--- src/rtl/dvs_event_sequencer_if.sv ---
// Receiver-side AER word strobe and consumer-side event handshake for the DVS event sequencer.
interface dvs_event_sequencer_if;
    localparam int unsigned AER_W = 10;
    localparam int unsigned EVT_W = 20;

    logic             rx_valid;
    logic [AER_W-1:0] rx_aer;
    logic             rx_xsel;
    logic [EVT_W-1:0] evt_data;
    logic             evt_valid;
    logic             evt_ready;

    modport master (
        output rx_valid, rx_aer, rx_xsel, evt_ready,
        input  evt_data, evt_valid
    );

    modport slave (
        input  rx_valid, rx_aer, rx_xsel, evt_ready,
        output evt_data, evt_valid
    );
endinterface

--- src/rtl/dvs_event_sequencer.sv ---
// Pairs AER X words with the latest Y row, queues {pol, y, x} events in a show-ahead FIFO
// and keeps saturating drop/orphan statistics.
module dvs_event_sequencer #(
    parameter int unsigned FIFO_DEPTH = 8,
    parameter int unsigned CNT_W      = 16
) (
    input  logic                         clk,
    input  logic                         rst_n,
    input  logic                         enable,
    input  logic                         clr_stats,
    dvs_event_sequencer_if.slave         bus,
    output logic [$clog2(FIFO_DEPTH):0]  fifo_level,
    output logic [CNT_W-1:0]             drop_count,
    output logic [CNT_W-1:0]             orphan_count,
    output logic                         overflow
);
    localparam int unsigned PTR_W = $clog2(FIFO_DEPTH);
    localparam int unsigned LVL_W = PTR_W + 1;
    localparam int unsigned AER_W = 10;
    localparam int unsigned EVT_W = 20;
    localparam logic [CNT_W-1:0] CNT_MAX = {CNT_W{1'b1}};

    typedef enum logic {
        NO_ROW   = 1'b0,
        HAVE_ROW = 1'b1
    } state_t;

    state_t             r_state, w_state_nxt;
    logic [AER_W-1:0]   r_row, w_row_nxt;
    logic               w_push;
    logic               w_orphan;
    logic [EVT_W-1:0]   w_evt;

    logic [EVT_W-1:0]   r_mem [FIFO_DEPTH];
    logic [PTR_W-1:0]   r_wptr, r_rptr, w_rptr_inc;
    logic [LVL_W-1:0]   r_level, w_level_nxt;
    logic [EVT_W-1:0]   r_head, w_head_nxt;
    logic               r_valid;
    logic               w_full, w_pop, w_wr, w_drop;

    logic [CNT_W-1:0]   r_drop_cnt, r_orphan_cnt;
    logic               r_overflow;

    assign w_evt = {bus.rx_aer[0], r_row, bus.rx_aer[AER_W-1:1]};

    // Row tracking state register
    always_ff @(posedge clk or negedge rst_n) begin
        if (!rst_n) begin
            r_state <= NO_ROW;
            r_row   <= '0;
        end else begin
            r_state <= w_state_nxt;
            r_row   <= w_row_nxt;
        end
    end

    always_comb begin
        w_state_nxt = r_state;
        w_row_nxt   = r_row;
        w_push      = 1'b0;
        w_orphan    = 1'b0;
        if (!enable) begin
            w_state_nxt = NO_ROW;
        end else if (bus.rx_valid) begin
            case (r_state)
                NO_ROW: begin
                    if (bus.rx_xsel) begin
                        w_orphan = 1'b1;
                    end else begin
                        w_row_nxt   = bus.rx_aer;
                        w_state_nxt = HAVE_ROW;
                    end
                end
                HAVE_ROW: begin
                    if (bus.rx_xsel) w_push    = 1'b1;
                    else             w_row_nxt = bus.rx_aer;
                end
                default: w_state_nxt = NO_ROW;
            endcase
        end
    end

    // Fullness uses the pre-edge level, so a same-cycle pop never rescues a push
    assign w_full     = (r_level == LVL_W'(FIFO_DEPTH));
    assign w_pop      = (r_level != '0) && bus.evt_ready;
    assign w_wr       = w_push && !w_full;
    assign w_drop     = w_push && w_full;
    assign w_rptr_inc = r_rptr + PTR_W'(1);

    // Head is pre-registered so evt_data comes straight from a flop
    always_comb begin
        w_level_nxt = r_level;
        w_head_nxt  = r_head;
        if (w_wr && !w_pop)      w_level_nxt = r_level + LVL_W'(1);
        else if (!w_wr && w_pop) w_level_nxt = r_level - LVL_W'(1);

        if (w_pop) begin
            if (r_level > LVL_W'(1)) w_head_nxt = r_mem[w_rptr_inc];
            else if (w_wr)           w_head_nxt = w_evt;
        end else if ((r_level == '0) && w_wr) begin
            w_head_nxt = w_evt;
        end
    end

    always_ff @(posedge clk or negedge rst_n) begin
        if (!rst_n) begin
            r_wptr  <= '0;
            r_rptr  <= '0;
            r_level <= '0;
            r_head  <= '0;
            r_valid <= 1'b0;
        end else begin
            if (w_wr)  r_wptr <= r_wptr + PTR_W'(1);
            if (w_pop) r_rptr <= w_rptr_inc;
            r_level <= w_level_nxt;
            r_head  <= w_head_nxt;
            r_valid <= (w_level_nxt != '0);
        end
    end

    always_ff @(posedge clk) begin
        if (w_wr) r_mem[r_wptr] <= w_evt;
    end

    // Saturating statistics; a same-cycle event wins over clr_stats
    always_ff @(posedge clk or negedge rst_n) begin
        if (!rst_n) begin
            r_drop_cnt   <= '0;
            r_orphan_cnt <= '0;
            r_overflow   <= 1'b0;
        end else if (clr_stats) begin
            r_drop_cnt   <= CNT_W'(w_drop);
            r_orphan_cnt <= CNT_W'(w_orphan);
            r_overflow   <= w_drop;
        end else begin
            if (w_drop && (r_drop_cnt != CNT_MAX))     r_drop_cnt   <= r_drop_cnt + CNT_W'(1);
            if (w_orphan && (r_orphan_cnt != CNT_MAX)) r_orphan_cnt <= r_orphan_cnt + CNT_W'(1);
            if (w_drop)                                r_overflow   <= 1'b1;
        end
    end

    assign bus.evt_data  = r_head;
    assign bus.evt_valid = r_valid;
    assign fifo_level    = r_level;
    assign drop_count    = r_drop_cnt;
    assign orphan_count  = r_orphan_cnt;
    assign overflow      = r_overflow;

endmodule

--- src/flat_wrapper.sv ---
// flat-port wrapper written by rule: the top's interface ports become plain ports
module dvs_event_sequencer_flat 
#(
    parameter int unsigned FIFO_DEPTH = 8,
    parameter int unsigned CNT_W      = 16
)
  (clk, rst_n, enable, clr_stats, fifo_level, drop_count, orphan_count, overflow, bus_rx_valid, bus_rx_aer, bus_rx_xsel, bus_evt_ready, bus_evt_data, bus_evt_valid);
  dvs_event_sequencer_if bus_i ();
  input  logic clk;
  input  logic rst_n;
  input  logic enable;
  input  logic clr_stats;
  output logic [$clog2(FIFO_DEPTH):0] fifo_level;
  output logic [CNT_W-1:0] drop_count;
  output logic [CNT_W-1:0] orphan_count;
  output logic overflow;
  input wire logic [$bits(bus_i.rx_valid)-1:0] bus_rx_valid;
  input wire logic [$bits(bus_i.rx_aer)-1:0] bus_rx_aer;
  input wire logic [$bits(bus_i.rx_xsel)-1:0] bus_rx_xsel;
  input wire logic [$bits(bus_i.evt_ready)-1:0] bus_evt_ready;
  output wire logic [$bits(bus_i.evt_data)-1:0] bus_evt_data;
  output wire logic [$bits(bus_i.evt_valid)-1:0] bus_evt_valid;
  assign bus_i.rx_valid = bus_rx_valid;
  assign bus_i.rx_aer = bus_rx_aer;
  assign bus_i.rx_xsel = bus_rx_xsel;
  assign bus_i.evt_ready = bus_evt_ready;
  assign bus_evt_data = bus_i.evt_data;
  assign bus_evt_valid = bus_i.evt_valid;
  dvs_event_sequencer #(.FIFO_DEPTH(FIFO_DEPTH), .CNT_W(CNT_W)) u_core (.clk(clk), .rst_n(rst_n), .enable(enable), .clr_stats(clr_stats), .bus(bus_i), .fifo_level(fifo_level), .drop_count(drop_count), .orphan_count(orphan_count), .overflow(overflow));
endmodule
--- config.mk ---
export PLATFORM = sky130hd
export DESIGN_NAME = dvs_event_sequencer_flat
export DESIGN_NICKNAME = d
export VERILOG_FILES = /design/src/rtl/dvs_event_sequencer_if.sv /design/src/rtl/dvs_event_sequencer.sv /design/src/flat_wrapper.sv
export SDC_FILE = /design/constraint.sdc
export NUM_CORES = 1
export LEC_CHECK = 0
export CORE_MARGIN = 4
export CORE_UTILIZATION = 30
export DETAILED_ROUTE_END_ITERATION = 16
export GPL_ROUTABILITY_DRIVEN = 0
export GPL_TIMING_DRIVEN = 0
export HOLD_SLACK_MARGIN = 0.15
export PLACE_DENSITY_LB_ADDON = 0.2
export SYNTH_ARGS = -nofsm -noshare
export SYNTH_HDL_FRONTEND = slang
export SYNTH_SLANG_ARGS = --single-unit
--- constraint.sdc ---
create_clock -name clk -period 7.36 [get_ports clk]
set_input_delay 1.472 -clock clk [delete_from_list [all_inputs] [get_ports clk]]
set_output_delay 1.472 -clock clk [all_outputs]
set_load 0.02 [all_outputs]
## Word-level counts from Yosys, hierarchy flattened

Memories as Yosys holds them, arrays and structs flattened.
Index checks and enable logic that the tools add are counted.

- Bits in registers: 75
- Bits in writable memories: 160
- Bits of input ports: 17
- Output and inout port bits: 58
- Logic and storage cells: 70
- Memories kept: 1

Memories:

| memory | depth | width | read ports | clocked after memory_dff | wr ports | line | RTL |
|---|---|---|---|---|---|---|---|
| u_core.r_mem | 8 | 20 | 1 | 0 | 1 | dvs_event_sequencer.sv:34 | `logic [EVT_W-1:0] r_mem [FIFO_DEPTH];` |

- Add/subtract/negate cells: 6
- $lt $le $gt $ge: 1
- Equality and inequality tests: 5
- Muxes and demuxes: 26
- Bitwise logic cells: 1
- Reductions and logical operators: 20

Operators with widths:

| cell | number |
|---|---|
| $mux 20 | 4 |
| $mux 16 | 4 |
| $add 16x1->16 const B | 2 |
| $ne 16x16->1 const B | 2 |
| $mux 1 | 15 |
| $mux 10 | 1 |
| $logic_and 1x1->1 | 8 |
| $mux 4 | 2 |
| $reduce_bool 2->1 | 4 |
| $reduce_bool 4->1 | 2 |
| $add 3x1->3 const B | 2 |
| $add 4x1->4 const B | 1 |
| $eq 4x4->1 const B | 1 |
| $gt 4x1->1 const B | 1 |
| $logic_not 4->1 | 1 |
| $sub 4x1->4 const B | 1 |
| $logic_not 1->1 | 3 |
| $ne 3x3->1 const B | 1 |
| $reduce_and 3->1 | 1 |
| $ne 2x1->1 const B | 1 |
| $reduce_and 2->1 | 1 |
| $not 1->1 | 1 |

## Longest topological paths before layout

Gate-level depths: netlist of the first run.

- Depth after elaboration: 10
- Mapped depth: 9
- Mapped depth without buffers: 7

## Least setup slack after synthesis of the first run

Ideal clock, no wire load.

- Path type: input to register
- Start: input enable
- End: memory u_core.r_mem[0][0], enable pin
- Setup time: 0.448 ns
- Arrival: 3.886 ns
- Required time: 6.912 ns
- Setup slack: 3.026 ns
- Stages on the path: 4
- Buffers on the path: 1
- Cells stage by stage: and4_1 > buf_6 > nand2_1 > nor4_1

- Word-level cells in the longest chain between the ends: 4

Ends and longest elaborated chain:

| item | line | RTL |
|---|---|---|
| start: declaration | flat_wrapper.sv:11 | `input logic enable;` |
| $mux 1 | dvs_event_sequencer.sv:62 | `if (!enable) begin` |
| $logic_and 1x1->1 | dvs_event_sequencer.sv:86 | `assign w_wr = w_push && !w_full;` |
| $mux 1 | dvs_event_sequencer.sv:122 | `if (w_wr) r_mem[r_wptr] <= w_evt;` |
| $mux 1 (implied by the code) | dvs_event_sequencer.sv:122 |  |
| end: declaration | dvs_event_sequencer.sv:34 |  |

Every way passes these cells.

## Worst setup path in the final report of the first run

- Start: input enable
- End: memory u_core.r_mem[1][14], enable pin

The elaborated chain is that of the path after synthesis.

==> results_dict.tcl, run 1 <==
set metrics [dict create \
    ant_nets 0 \
    total_power_w 0.00432 \
    async_reset_ff_share_pct 31.9 \
    drv_cap 0 \
    synth_edf_count 160 \
    synth_fa_ha_area_share_pct 1.00 \
    numCtsBuffers 26 \
    worst_slack_ns 3.46 \
    n_antenna_cell 0 \
    cts_setup_buffers 0 \
    antenna_found_initial 0 \
    die_w_microns 188 \
    yosys.area.top_type "edfxtp_1" \
    initial_core_util_pct 30.7 \
    groute.usage.overall_pct 13.2 \
    status "finished, final reports clean" \
    p_seq_share_pct 38.2 \
    grt_max_degree 40 \
    grt_pass1_vias 6002 \
    max_freq_mhz 256 \
    dr.pass1.iters 5 \
    powerDensity_nw_per_um2 356 \
    synth_area_sq_um 9750 \
    cp_max_fo 9 \
    clock-root-buffer "clkbuf_16" \
    fin_util_pct 38.1 \
    cts.htree.levels 1 \
    syn_to_final_growth_pct 24.4 \
    synthFlopType "edfxtp_1" \
    synth_xor_area_share_pct 3.05 \
    setup_viol 0 \
    power_switching_w 0.00141 \
    die_h_microns 188 \
    routed_wl_mm 23.7 \
    hp-class "register to register" \
    clk_latency_ns 0.54 \
    fp.coreArea_sq_um 31800 \
    clock_sinks 235 \
    comb_power_share_pct 31.4 \
    worstSetupPathType "input pin to register" \
    final-hold-violation-count 0 \
    p_int_w 0.00291 \
    layout_min_cycle_time_ns 3.90 \
    cp-start-kind "input pin" \
    end_kind "register" \
    syn_nets 686 \
    synth_area_per_cell_sq_um 14.7 \
    dieArea_sq_um 35400 \
    cts_buffer_depth 3 \
    p_clk_share_pct 30.4 \
    synth_simple_gate_area_share_pct 10.4 \
    ys_ff_latch 235 \
    via_per_inst 4.75 \
    io_buffers 73 \
    drtIter0Drc 316 \
    io_pins 75 \
    row_count 65 \
    slew_headroom_pct 38.6 \
    synth-warning-count 0 \
    post-synth-top-count-cell "edfxtp_1" \
    synthCells 662 \
    dp_hpwl_mm 15.5 \
    netlist_top_cells_area "edfxtp_1, dfrtp_1, mux4_2, nand2_1, o21ai_0" \
    final.period_utilization_pct 53.0 \
    drive_gt1_share_pct 15.4 \
    route.detailed.drc 0 \
    holdBufCountCts 0 \
    clk_pin_slew_ns 0.06 \
    grt_overflow 0 \
    synth_compound_area_share_pct 4.60 \
    grt_pass1_wl_mm 36.7 \
    vdd_drop_max_uv 230 \
    vias 5846 \
    leakage_nw 4.21 \
    pre_cts_ws_ns 2.85 \
    cts_tree "done" \
    setup_tns_ns 0 \
    ys_types 47 \
    post_drt_wl_per_cell_microns 19.2 \
    fin_nets 801 \
    synth_top_family_by_area "multiplexers" \
    slew_viol_final 0 \
    ys_top_cells_by_count "edfxtp_1, nand2_1, dfrtp_1, o21ai_0, mux4_2" \
    ctsResizeCount 0 \
    rsz0062_at_grt "false" \
    worstPathArrival_ns 4.14 \
    synth_top_area_share_pct 49.3 \
    synth_mux_area_share_pct 10.7 \
    clock_skew_ns 0.0213 \
    tightestPinTransition_ns 0.914 \
    cp_data_required_time_ns 7.59 \
    sw_frac_of_total_pct 32.6 \
    yosysSeqAreaShare_pct 68.5 \
]
==> worst paths after layout <==
kind,from,end,slack [ns],cells past startpoint
max in group asynchronous,rst_n,u_core.orphan_count[8],5.82,2
hold reg to reg,u_core.bus.evt_data[15],u_core.bus.evt_data[15],0.48,2
setup reg to reg,u_core.fifo_level[0],u_core.r_mem[1][14],4.10,9
setup / recovery,enable,u_core.r_mem[1][14],3.46,7
min in group asynchronous,rst_n,u_core.drop_count[9],0.93,1
hold / removal,u_core.bus.evt_data[15],u_core.bus.evt_data[15],0.48,2
==> flip-flops by register name, indices dropped and copies added (netlist names) <==
register / cells
u_core.overflow: 1
u_core.bus.evt_data: 20
u_core.fifo_level: 4
u_core.r_wptr: 3
u_core.r_mem: 160
u_core.bus.evt_valid: 1
u_core.r_row: 10
u_core.drop_count: 16
u_core.orphan_count: 16
u_core.r_rptr: 3
u_core.r_state: 1
==> layer usage <==
layer	routed length, microns	track usage, %
met5	0	0
met2	11700	22.4
met4	333	2.65
met3	934	1.98
met1	10800	18.1
==> worst max-delay path: stages <==
cell and delay (ns):
clkdlybuf4s50_1 0.54, nand4_1 0.32, a21oi_1 0.49, nand2_1 0.30, nor3_2 0.61, buf_6 0.24, buf_8 0.16
==> power groups by stage <==
stage	registers, W	logic (W)	clock network [W]
finish	0.00165	0.00135	0.00131
detailed placement	0.00167	0.00139	0
CTS	0.00165	0.00139	0.00135
floorplan	0.00172	0.000809	0
global placement	0.00167	0.00137	0
global route	0.00166	0.00148	0.00141
==> logic make-up (layout without fill, tap and decap cells) <==
logic type,after synthesis,count (layout)
and+or+nand+nor,216,216
DFF,235,235
buffers and inverters,41,176
xor gates and xnor gates,34,34
muxes,53,53
AOI/OAI and AO/OA,75,75
adders and majority gates,8,8
==> metrics by stage <==
stage                     cells  hold slack, ns  instance area (sq um)
after detailed placement   1184           0.470                  11200
after CTS                  1232           0.484                  12100
final                      1232           0.476                  12100
after floorplan             662           0.473                   9750
after global placement     1170           0.466                  11000
after global routing       1232           0.517                  12100
==> layout make-up <==
cell class / instances / area, sq um
timing repair buffer: 87 / 898
multi-input combinational: 386 / 2940
tap: 435 / 544
clock buffer: 42 / 811
clock inverter: 6 / 78.8
buffer: 35 / 145
sequential: 235 / 6680
fill: 2991 / 19700
inverter: 6 / 22.5
==> cell usage in the layout (no fill, tap or decap), drive strengths merged, types with 2 or more instances in the layout <==
| cell type | Yosys | routed |
|---|---|---|
| edfxtp | 160 | 160 |
| nand2 | 85 | 85 |
| dfrtp | 75 | 75 |
| clkdlybuf4s50 | 0 | 72 |
| clkbuf | 21 | 63 |
| o21ai | 47 | 47 |
| mux4 | 40 | 40 |
| nor2 | 39 | 39 |
| nand3 | 32 | 32 |
| buf | 14 | 29 |
| xnor2 | 19 | 19 |
| nor3 | 16 | 16 |
| xor2 | 15 | 15 |
| mux2 | 11 | 11 |
| nand4 | 9 | 9 |
| o211ai | 8 | 8 |
| and3 | 7 | 7 |
| ha | 7 | 7 |
| nor4 | 7 | 7 |
| inv | 6 | 6 |
| a21oi | 5 | 5 |
| o2111ai | 5 | 5 |
| clkinv | 0 | 5 |
| and4 | 4 | 4 |
| nand3b | 4 | 4 |
| or3 | 4 | 4 |
| nand2b | 2 | 2 |
| and2 | 2 | 2 |
| mux2i | 2 | 2 |
Power figures use the tool's default switching activity.
==> run 2: changes to the inputs <==
==> constraint.sdc (replaced) <==
create_clock -name clk -period 3.8 [get_ports clk]
set_input_delay 0.76 -clock clk [delete_from_list [all_inputs] [get_ports clk]]
set_output_delay 0.76 -clock clk [all_outputs]
set_load 0.02 [all_outputs]
==> results of run 2 <==
The final DEF is identical to that of run 1. Status: finished, final reports clean.
Among the figures that moved: setup slack after placement 2.85 ns -> 0.00262 ns; setup slack after layout 3.46 ns -> 0.542 ns; hold slack 0.476 ns -> 0.221 ns; start point of the critical path enable -> u_core.fifo_level[0]; register-to-register setup slack 4.10 ns -> 0.54 ns; total power 0.00432 W -> 0.00836 W; worst IR drop on VDD 230 uV -> 446 uV
==> run 3: changes to the inputs <==
--- a/config.mk
+++ b/config.mk
@@ -8,6 +8,7 @@
 export CORE_MARGIN = 4
 export CORE_UTILIZATION = 30
 export DETAILED_ROUTE_END_ITERATION = 16
+export DONT_BUFFER_PORTS = 1
 export GPL_ROUTABILITY_DRIVEN = 0
 export GPL_TIMING_DRIVEN = 0
 export HOLD_SLACK_MARGIN = 0.15
==> run 3 against run 2 <==
Effect of this change: fmax down 1.9%; clock skew decreased by 0.0094 ns; highest routed layer unchanged; clock-buffer cell count fell by 3; critical path depth down 1; register-to-register slack got worse by 0.06 ns; cell count fell by 5.8%; worst hold slack gained 0.097 ns; sequential cell count stayed put; non-clock buffer count is 72 lower; largest power group unchanged; total power decreased by 4.1%; clock power shrank 3%; core utilization shrank 2.3 points; critical endpoint is now u_core.r_mem[5][9].
==> results_dict.tcl, run 3 (synthesis gave the netlist of run 1 again) <==
set metrics [dict create \
    status "finished, final reports clean" \
    largest_register_ffs 160 \
    clk_pin_slew_ns 0.06 \
    final_common_cell "edfxtp_1" \
    dp_hpwl_mm 15.4 \
    groute.usage.overall_pct 13.0 \
    via_per_inst 4.84 \
    clock_skew_ns 0.0120 \
    clock_sinks 235 \
    fin_nets 729 \
    slew_viol_final 0 \
    worstPathArrival_ns 3.57 \
    routed_wl_mm 22.9 \
    worst_slack_ns 0.478 \
    route.detailed.drc 0 \
    grt_max_degree 76 \
    end_kind "register" \
    dieArea_sq_um 35400 \
    power_switching_w 0.00267 \
    ant_nets 0 \
    syn_to_final_growth_pct 16.9 \
    slew_headroom_pct 43.9 \
    dr.pass1.iters 5 \
    rsz0062_at_grt "false" \
    cts_buffer_depth 3 \
    io_buffers 0 \
    initial_core_util_pct 30.7 \
    grt_pass1_wl_mm 36.1 \
    io_pins 75 \
    p_int_w 0.00535 \
    row_count 65 \
    tightestPinTransition_ns 0.841 \
    setup_viol 0 \
    cp_max_fo 12 \
    die_h_microns 188 \
    critPathBufInv 3 \
    cts_tree "done" \
    cp_top_family "simple AND/OR/NAND/NOR gates" \
    grt_overflow 0 \
    die_w_microns 188 \
    cpPeakStageDelay_ns 0.70 \
    max_freq_mhz 301 \
    vias 5609 \
    slowest_stage "nor2_2" \
    final.period_utilization_pct 87.4 \
    drtIter0Drc 303 \
    vdd_drop_max_uv 396 \
    comb_power_share_pct 27.1 \
    worstSetupPathType "register to register" \
    p_seq_share_pct 42.3 \
    layout_min_cycle_time_ns 3.32 \
    clk_latency_ns 0.53 \
    n_antenna_cell 0 \
    final-hold-violation-count 0 \
    cts.htree.levels 1 \
    fp.coreArea_sq_um 31800 \
    worstPathCellList "inv_1, ha_1, clkbuf_1, and2b_1, a21oi_1, nand2_1, nor2_2, buf_16" \
    numCtsBuffers 26 \
    hp-class "input pin to register" \
    leakage_nw 3.92 \
    cp_data_required_time_ns 4.04 \
    drv_cap 0 \
    cp-start-kind "register" \
    setup_tns_ns 0 \
    pre_cts_ws_ns 0.447 \
    fillers 3052 \
    post_drt_wl_per_cell_microns 19.7 \
    cts_setup_buffers 0 \
    drive_gt1_share_pct 16.0 \
    p_clk_share_pct 30.7 \
    clock-root-buffer "clkbuf_16" \
    top_register "u_core.r_mem" \
    sw_frac_of_total_pct 33.3 \
    layout_common_cells "edfxtp_1, nand2_1, dfrtp_1" \
    grt_pass1_vias 5982 \
    antenna_found_initial 0 \
    powerDensity_nw_per_um2 704 \
]
## run 3: worst paths after layout
kind / startpoint / endpoint / slack [ns] / cells past startpoint
max reg2reg: u_core.fifo_level[1] / u_core.r_mem[5][9] / 0.48 / 8
min: bus_rx_aer[5] / u_core.r_mem[7][4] / 0.32 / 0
min in group asynchronous: rst_n / u_core.bus.evt_valid / 0.80 / 2
max in group asynchronous: rst_n / u_core.bus.evt_data[19] / 2.66 / 2
max: u_core.fifo_level[1] / u_core.r_mem[5][9] / 0.48 / 8
min reg2reg: u_core.r_rptr[1] / u_core.r_rptr[1] / 0.52 / 1
## run 3: power by group through the flow
stage / Combinational (W) / Sequential (W) / Clock [W]
floorplan: 0.00157 / 0.00334 / 0
global placement: 0.00216 / 0.00343 / 0
detailed placement: 0.00219 / 0.00345 / 0
CTS: 0.00222 / 0.00340 / 0.00252
global route: 0.00241 / 0.00343 / 0.00264
finish: 0.00217 / 0.00339 / 0.00246
## run 3: layout make-up
| cell class | instances | area (sq um) | area share, % |
|---|---|---|---|
| flip-flops and latches | 235 | 6680 | 58.7 |
| multi-input cells | 386 | 2940 | 25.8 |
| clock buffers | 39 | 729 | 6.40 |
| well taps | 435 | 544 | 4.78 |
| repair buffers | 15 | 209 | 1.83 |
| plain buffers | 35 | 145 | 1.27 |
| clock inverters | 9 | 121 | 1.07 |
| inverters | 6 | 22.5 | 0.198 |
## run 3: metrics by stage
step | util, % | instance area (sq um) | hold slack, ns | cells | total power [W]
after floorplan | - | 9750 | 0.464 | 662 | 0.00490
after CTS | 35.8 | 11400 | 0.292 | 1160 | 0.00814
after detailed placement | 33.0 | 10500 | 0.467 | 1110 | 0.00564
after global routing | 35.8 | 11400 | 0.288 | 1160 | 0.00849
final | 35.8 | 11400 | 0.318 | 1160 | 0.00801
after global placement | 32.4 | 10300 | 0.467 | 1097 | 0.00558
## run 3: what timing repair did
action / in CTS / in global routing
hold buffers: 2 / 0
endpoints found under the hold margin: 75 / 0
gates resized for setup: 0 / 0
## run 3: layer usage
layer  global-route usage (%)  vias to the layer above  routed length, microns
met5                        0                        -                       0
met4                     3.44                        0                     451
met3                     2.58                       33                    1310
met2                     22.0                      117                   11400
met1                     17.1                     2868                    9720
li1                         -                     2591                       -
